<file path="src/rtl/fsm_seq_if.sv">
// fsm_seq_if
//   Bundles the sequencer's control input and pattern output so the
//   consumer and the sequencer connect through a single port.
//   Signals:
//     enable : advance enable, driven by the master (consumer/controller)
//     out    : 4-bit registered sequence value, driven by the slave (fsm_seq)
//   Modports:
//     master : drives enable, observes out
//     slave  : observes enable, drives out
interface fsm_seq_if;
    logic       enable;
    logic [3:0] out;

    modport master (
        output enable,
        input  out
    );

    modport slave (
        input  enable,
        output out
    );
endinterface

</file>
<file path="src/rtl/fsm_seq.sv">
// fsm_seq
//   Enable-gated 4-bit triangle-wave sequencer. While enable is high the
//   output ramps 1..15, dwells two cycles at 15, ramps 14..0, then repeats
//   (31-clock period). While enable is low every register holds.
//   Ports:
//     clk   : system clock, all state changes on the rising edge
//     rstb  : synchronous active-low reset
//     bus   : fsm_seq_if.slave -- enable (in), out (4-bit registered out)
module fsm_seq (
    input  logic         clk,
    input  logic         rstb,
    fsm_seq_if.slave     bus
);

    localparam logic [1:0] IDLE = 2'd0;
    localparam logic [1:0] UP   = 2'd1;
    localparam logic [1:0] PEAK = 2'd2;
    localparam logic [1:0] DOWN = 2'd3;

    localparam logic [3:0] OUT_ZERO    = 4'd0;
    localparam logic [3:0] OUT_ONE     = 4'd1;
    localparam logic [3:0] OUT_TOP_M1  = 4'd14;
    localparam logic [3:0] OUT_TOP     = 4'd15;

    logic [1:0] state_q, state_d;
    logic [3:0] out_q,   out_d;
    logic       hold_cnt_q, hold_cnt_d;

    // Next-state logic. Defaults hold every register, so enable low (and any
    // branch that does not touch a register) simply freezes it.
    always_comb begin
        state_d    = state_q;
        out_d      = out_q;
        hold_cnt_d = hold_cnt_q;

        case (state_q)
            IDLE: begin
                if (bus.enable) begin
                    out_d   = OUT_ONE;
                    state_d = UP;
                end
            end

            UP: begin
                if (bus.enable) begin
                    out_d = out_q + 4'd1;
                    // Leaving 14 lands on 15, which is the first dwell cycle.
                    if (out_q == OUT_TOP_M1) begin
                        state_d    = PEAK;
                        hold_cnt_d = 1'b0;
                    end
                end
            end

            PEAK: begin
                if (bus.enable) begin
                    // hold_cnt counts the extra dwell cycle at 15; it survives
                    // a pause because enable low leaves it untouched.
                    if (!hold_cnt_q) begin
                        hold_cnt_d = 1'b1;
                        out_d      = OUT_TOP;
                    end else begin
                        hold_cnt_d = 1'b0;
                        out_d      = OUT_TOP_M1;
                        state_d    = DOWN;
                    end
                end
            end

            DOWN: begin
                if (bus.enable) begin
                    out_d = out_q - 4'd1;
                    if (out_q == OUT_ONE) begin
                        state_d = IDLE;
                    end
                end
            end

            // Recovery path: any unexpected encoding returns to a clean IDLE
            // whether or not enable is asserted.
            default: begin
                state_d    = IDLE;
                out_d      = OUT_ZERO;
                hold_cnt_d = 1'b0;
            end
        endcase
    end

    always_ff @(posedge clk) begin
        if (!rstb) begin
            state_q    <= IDLE;
            out_q      <= OUT_ZERO;
            hold_cnt_q <= 1'b0;
        end else begin
            state_q    <= state_d;
            out_q      <= out_d;
            hold_cnt_q <= hold_cnt_d;
        end
    end

    // Output is taken straight from the register: no combinational path
    // from enable or rstb.
    assign bus.out = out_q;

endmodule

</file>
<file path="src/flat_wrapper.sv">
// flat-port wrapper written by rule: the top's interface ports become plain ports
module fsm_seq_flat 
  (clk, rstb, bus_enable, bus_out);
  fsm_seq_if bus_i ();
  input  logic clk;
  input  logic rstb;
  input wire logic [$bits(bus_i.enable)-1:0] bus_enable;
  output wire logic [$bits(bus_i.out)-1:0] bus_out;
  assign bus_i.enable = bus_enable;
  assign bus_out = bus_i.out;
  fsm_seq u_core (.clk(clk), .rstb(rstb), .bus(bus_i));
endmodule
</file>
<file path="config.mk">
export PLATFORM = sky130hd
export DESIGN_NAME = fsm_seq_flat
export DESIGN_NICKNAME = d
export VERILOG_FILES = /design/src/rtl/fsm_seq_if.sv /design/src/rtl/fsm_seq.sv /design/src/flat_wrapper.sv
export SDC_FILE = /design/constraint.sdc
export NUM_CORES = 1
export LEC_CHECK = 0
export BUFFER_PORTS_ARGS = -buffer_cell sky130_fd_sc_hd__buf_2
export CORE_AREA = 3 3 40 42
export DETAILED_ROUTE_END_ITERATION = 12
export DIE_AREA = 0 0 43 45
export GPL_TIMING_DRIVEN = 0
export PLACE_DENSITY_LB_ADDON = 0.3
export SLEW_MARGIN = 0
export SYNTH_ARGS = -nofsm -noshare
export SYNTH_HDL_FRONTEND = slang
export SYNTH_SLANG_ARGS = --single-unit
</file>
<file path="constraint.sdc">
create_clock -name clk -period 3.45 [get_ports clk]
set_input_delay 0.69 -clock clk [delete_from_list [all_inputs] [get_ports clk]]
set_output_delay 0.69 -clock clk [all_outputs]
set_load 0.05 [all_outputs]
</file>
### Word level (Yosys, flattened, before mapping)

Index checks and enable logic that the tools add are counted.

| storage, ports and cells | value |
|---|---|
| bits in registers | 7 |
| latch bits | 0 |
| bits in writable memories | 0 |
| ROM bits | 0 |
| input port bits | 3 |
| output and inout bits | 4 |
| word-level logic and storage cells | 41 |
| memories | 0 |

| operators by class | value |
|---|---|
| add/sub/neg operators | 2 |
| multipliers | 0 |
| divide/modulo/power cells | 0 |
| $lt $le $gt $ge | 0 |
| equality and inequality tests | 12 |
| shift operators | 0 |
| muxes and demuxes | 19 |
| bitwise operators | 0 |
| reduce and logical (&&, ||, !) cells | 5 |

Operators by type and width:

| kind | count |
|---|---|
| 4-bit two-way mux | 4 |
| 4-bit case mux with 4 select lines | 1 |
| 2-bit two-way mux | 7 |
| 2-bit inequality test (second input constant) | 4 |
| 2-bit case mux with 4 select lines | 1 |
| 4-bit AND reduction | 2 |
| 7-bit AND reduction | 1 |
| 2-bit by 1-bit inequality test with 1-bit output (second input constant) | 3 |
| 1-bit two-way mux | 5 |
| 4-bit by 1-bit adder with 4-bit output (second input constant) | 1 |
| 2-bit == test (second input constant) | 2 |
| 4-bit by 1-bit == test with 1-bit output (second input constant) | 1 |
| 4-bit == test (second input constant) | 1 |
| 4-bit by 1-bit subtractor with 4-bit output (second input constant) | 1 |
| 2-bit by 1-bit == test with 1-bit output (second input constant) | 1 |
| 2-bit zero test | 1 |
| 1-bit case mux with 2 select lines | 1 |
| 2-bit nonzero test | 1 |

### Depth between registers and ports, before layout

| depth | value |
|---|---|
| depth after elaboration | 4 |
| mapped depth | 7 |
| gate-level depth less buffers | 6 |

### Worst setup path after synthesis

Ideal clock, no wire load.

| path | value |
|---|---|
| kind | register to register |
| start | reg u_core.out_q[0] (netlist: u_core.bus.out[0]) |
| end | reg u_core.out_q[1] (netlist: u_core.bus.out[1]) |
| library setup time | 0.070 ns |
| arrival time | 1.735 ns |
| data required time | 3.380 ns |
| setup slack | 1.645 ns |
| cell stages (with the launch flop) | 6 |
| buffers on the path | 0 |
| period minus slack after synthesis | 1.805 ns |
| cells stage by stage | dfxtp_1 -> inv_1 -> ha_1 -> mux2i_1 -> a211o_2 -> a21oi_1 |

| between the ends | value |
|---|---|
| longest elaborated chain between the ends | 3 |
| elaborated cells between the ends (all ways) | 5 |
| classes of those cells | 2 x add/sub; 3 x mux |

Ends and longest elaborated chain:

| item | RTL line | source |
|---|---|---|
| start, declared | fsm_seq.sv:26 | `logic [3:0] out_q, out_d;` |
| start signal, assigned | fsm_seq.sv:96 | `out_q <= out_d;` |
| 4-bit by 1-bit subtractor with 4-bit output / 4-bit by 1-bit adder with 4-bit output (equally long branches) | fsm_seq.sv:72, fsm_seq.sv:46 |  |
| 4-bit two-way mux (on tied branches) | fsm_seq.sv:71, fsm_seq.sv:45 |  |
| 4-bit case mux with 4 select lines (*) | fsm_seq.sv:36 | `case (state_q)` |

Every way passes the cells marked *; elsewhere a longest branch is shown, timed or not. The select of a mux whose other input is x is not followed.
A chain may end at the register's enable or synchronous reset.

### Final worst setup path

| path | value |
|---|---|
| start | reg u_core.state_q[0] |
| end | reg u_core.state_q[0] |

| between the ends | value |
|---|---|
| longest elaborated chain between the ends | 3 |
| elaborated cells between the ends (all ways) | 13 |
| classes of those cells | 10 x eq/ne; 1 x mux; 2 x reduce/logical |

Ends and longest elaborated chain:

| item | RTL line | source |
|---|---|---|
| start, declared | fsm_seq.sv:25 | `logic [1:0] state_q, state_d;` |
| start signal, assigned | fsm_seq.sv:95 | `state_q <= state_d;` |
| 2-bit == test, or another cell as far along | fsm_seq.sv:36 |  |
| 2-bit by 1-bit inequality test with 1-bit output (no line) / 2-bit inequality test (equally long branches) | n/a |  |
| 7-bit AND reduction (no line) | n/a |  |

Parallel ways exist; a longest one is shown, timed or not.

==> reports/qor.yml <==
finish.utilization_pct: 49.2
die_h_um: 45
insertion_delay_ps: 250
cpPeakStageDelay_ps: 370
worstPathRequired_ps: 3640
critPathLaunchType: "flip-flop"
r2r-start: "u_core.state_q[0]$_SDFFE_PN0P_"
holdWs_ps: 498
drc: 0
place_area_um2: 606
cts_max_level: 1
synth.area.top_cells: "dfxtp_1 (25%), ha_1 (20%), mux2i_1 (7.2%)"
place_congestion: 0.773
cellInternalPower_uw: 263
grt_pass1_vias: 488
comb_power_share_pct: 58.8
ant_nets: 0
cp_slowest_cell: "dfxtp_1"
seq_area_frac_synth_pct: 25.2
yosysTopAreaCell: "dfxtp_1"
io_pins: 7
core_mm2: 0.00128
nets: 89
arrival_ps: 2000
ctsHoldBuffers: 0
cts_buffer_depth: 2
clkPwrFrac_pct: 15.2
tritoncts: "built"
switching_power_uw: 240
grt_usage_pct: 13.9
layout_common_cells: "inv_1 (9), ha_1 (9), dfxtp_1 (7), nand2_1 (6), buf_2 (6)"
grt_setup_unrepaired: "false"
syn2layout_area_growth_pct: 13.5
crit_path_cell_trace: "inv_1, ha_1, nor4_2, a211oi_1, a21oi_1, mux2i_1"
via_per_inst: 5.48
port_buffers: 6
setup_tns_ps: 0
synth_top_area_share_pct: 25.2
fin_skew_ps: 0.201
switching_share_pct: 47.7
crit_path_start: "u_core.state_q[0]$_SDFFE_PN0P_"
firstDrtPassIters: 4
syn_inst: 66
grt_pass1_wl_um: 1990
status: "complete, no violations"
post_cts_buffers: 0
hp-start: "u_core.state_q[1]$_SDFFE_PN0P_"
layout_setup_ws_ps: 1640
post_drt_wl_per_cell_um: 12.1
setup_viol: 0
cts.repair.resized: 0
synth.distinct_cells: 24
fillers: 119
first_iter_violations: 7
rows: 13
grt_overflow: 0
clock_sinks: 7
crit_family: "compound AO/OA/AOI/OAI gates"
diodes: 0
path_buf_inv: 1
dieArea_mm2: 0.00194
clk_pin_slew_ps: 50
period_share_pct: 52.5
seqPwrFrac_pct: 26.0
num_vias: 499
syn_area_um2: 557
max_slew.worst_pin.slew_ps: 326
ys_seq_elements: 7
fp.dieW_um: 43
cp_max_fo: 6
cts_buffers: 3
hpwl_um: 868
drive_gt1_share_pct: 19.7
hold_class: "reg -> reg"
crit_path_end_kind: "flip-flop"
fmax_mhz: 553
p_per_area_mw_per_mm2: 797
criticalPathCategory: "reg -> reg"
cts_root_buffer: "clkbuf_4"
yosysWarnings: 0
ir_drop_mv: 0.390
maxCapViolations: 0
slew_headroom_pct: 78.1
grt_start_max_net_pins: 9
pre_cts_slack_ps: 1640
leakage_uw: 0.000274
initial_core_util_pct: 43.3
fin_crit_ps: 1810
synth_area_per_cell_um2: 8.44
antenna_found_initial: 0
final_max_slew_viol_count: 0
hold_viol: 0
syn_nets: 78
design_area_um2: 632
wl_um: 1100
[layer usage]
layer | vias to the layer above | GRT usage (%) | wire (um)
met2 | 9 | 21.9 | 477
met3 | 3 | 3.59 | 37
met4 | 0 | 10.2 | 27
met5 | - | 0 | 0
met1 | 230 | 16.4 | 560
li1 | 257 | - | -
[cell type report]
type | instances | area (um2) | share of cell area [%]
multi-input combinational | 49 | 372 | 58.8
buffer | 1 | 11.3 | 1.78
inverter | 9 | 33.8 | 5.35
timing repair buffer | 6 | 30.0 | 4.75
clock buffer | 4 | 26.3 | 4.16
tap | 15 | 18.8 | 2.97
sequential | 7 | 140 | 22.2
[power by group through the flow]
stage,sequential [uW],combinational [uW],clock [uW]
3_5_place_dp,133,295,0
6_report,131,296,76.3
2_1_floorplan,160,210,0
5_1_grt,136,329,84.7
3_3_place_gp,133,291,0
4_1_cts,131,297,78.6
[tightest hold or removal path: stages, from the launching register on]
cell and delay (ps):
dfxtp_1 330, nand2_1 60, mux2i_1 50
[synth_stat cells]
cell,count
inv_1,9
xor2_1,1
buf_6,1
nand3_1,4
a21o_2,1
a211oi_1,4
dfxtp_1,7
a221o_2,1
o21ai_0,1
and2_1,1
o22ai_1,1
a211o_2,1
nor3_1,3
o221ai_1,1
a31oi_1,2
o21ai_1,1
a21oi_1,4
nand2_1,6
nor2_1,1
ha_1,9
or3_1,1
mux2i_1,4
nor2_2,1
nor4_2,1
[registers in the layout, summed over array words and instances, names as in the netlist]
| name | flops |
|---|---|
| u_core.bus.out | 4 |
| u_core.hold_cnt_q | 1 |
| u_core.state_q | 2 |
[kinds of logic (layout without fill, tap and decap cells)]
family / Yosys count / in the layout / synth area share, %
simple gates: 18 / 18 / 16.6
flops: 7 / 7 / 25.2
mux: 4 / 4 / 7.19
fa+ha+maj: 9 / 9 / 20.2
buf+inv: 10 / 20 / 8.09
compound gates: 17 / 17 / 21.1
xor+xnor: 1 / 1 / 1.57
[per-stage QoR]
step	power [uW]	cells
3_3_place_gp	423	87
3_5_place_dp	428	87
5_1_grt	550	91
6_report	503	91
2_1_floorplan	370	66
4_1_cts	507	91
[path summary, 6_finish.rpt]
| kind | to | cells after the start | slack (ps) |
|---|---|---|---|
| max | u_core.state_q[0]$_SDFFE_PN0P_ | 6 | 1640 |
| min | u_core.state_q[1]$_SDFFE_PN0P_ | 2 | 500 |
| max reg2reg | u_core.state_q[0]$_SDFFE_PN0P_ | 6 | 1640 |
| min reg2reg | u_core.state_q[1]$_SDFFE_PN0P_ | 2 | 500 |
(Power assumes the default switching activity.)
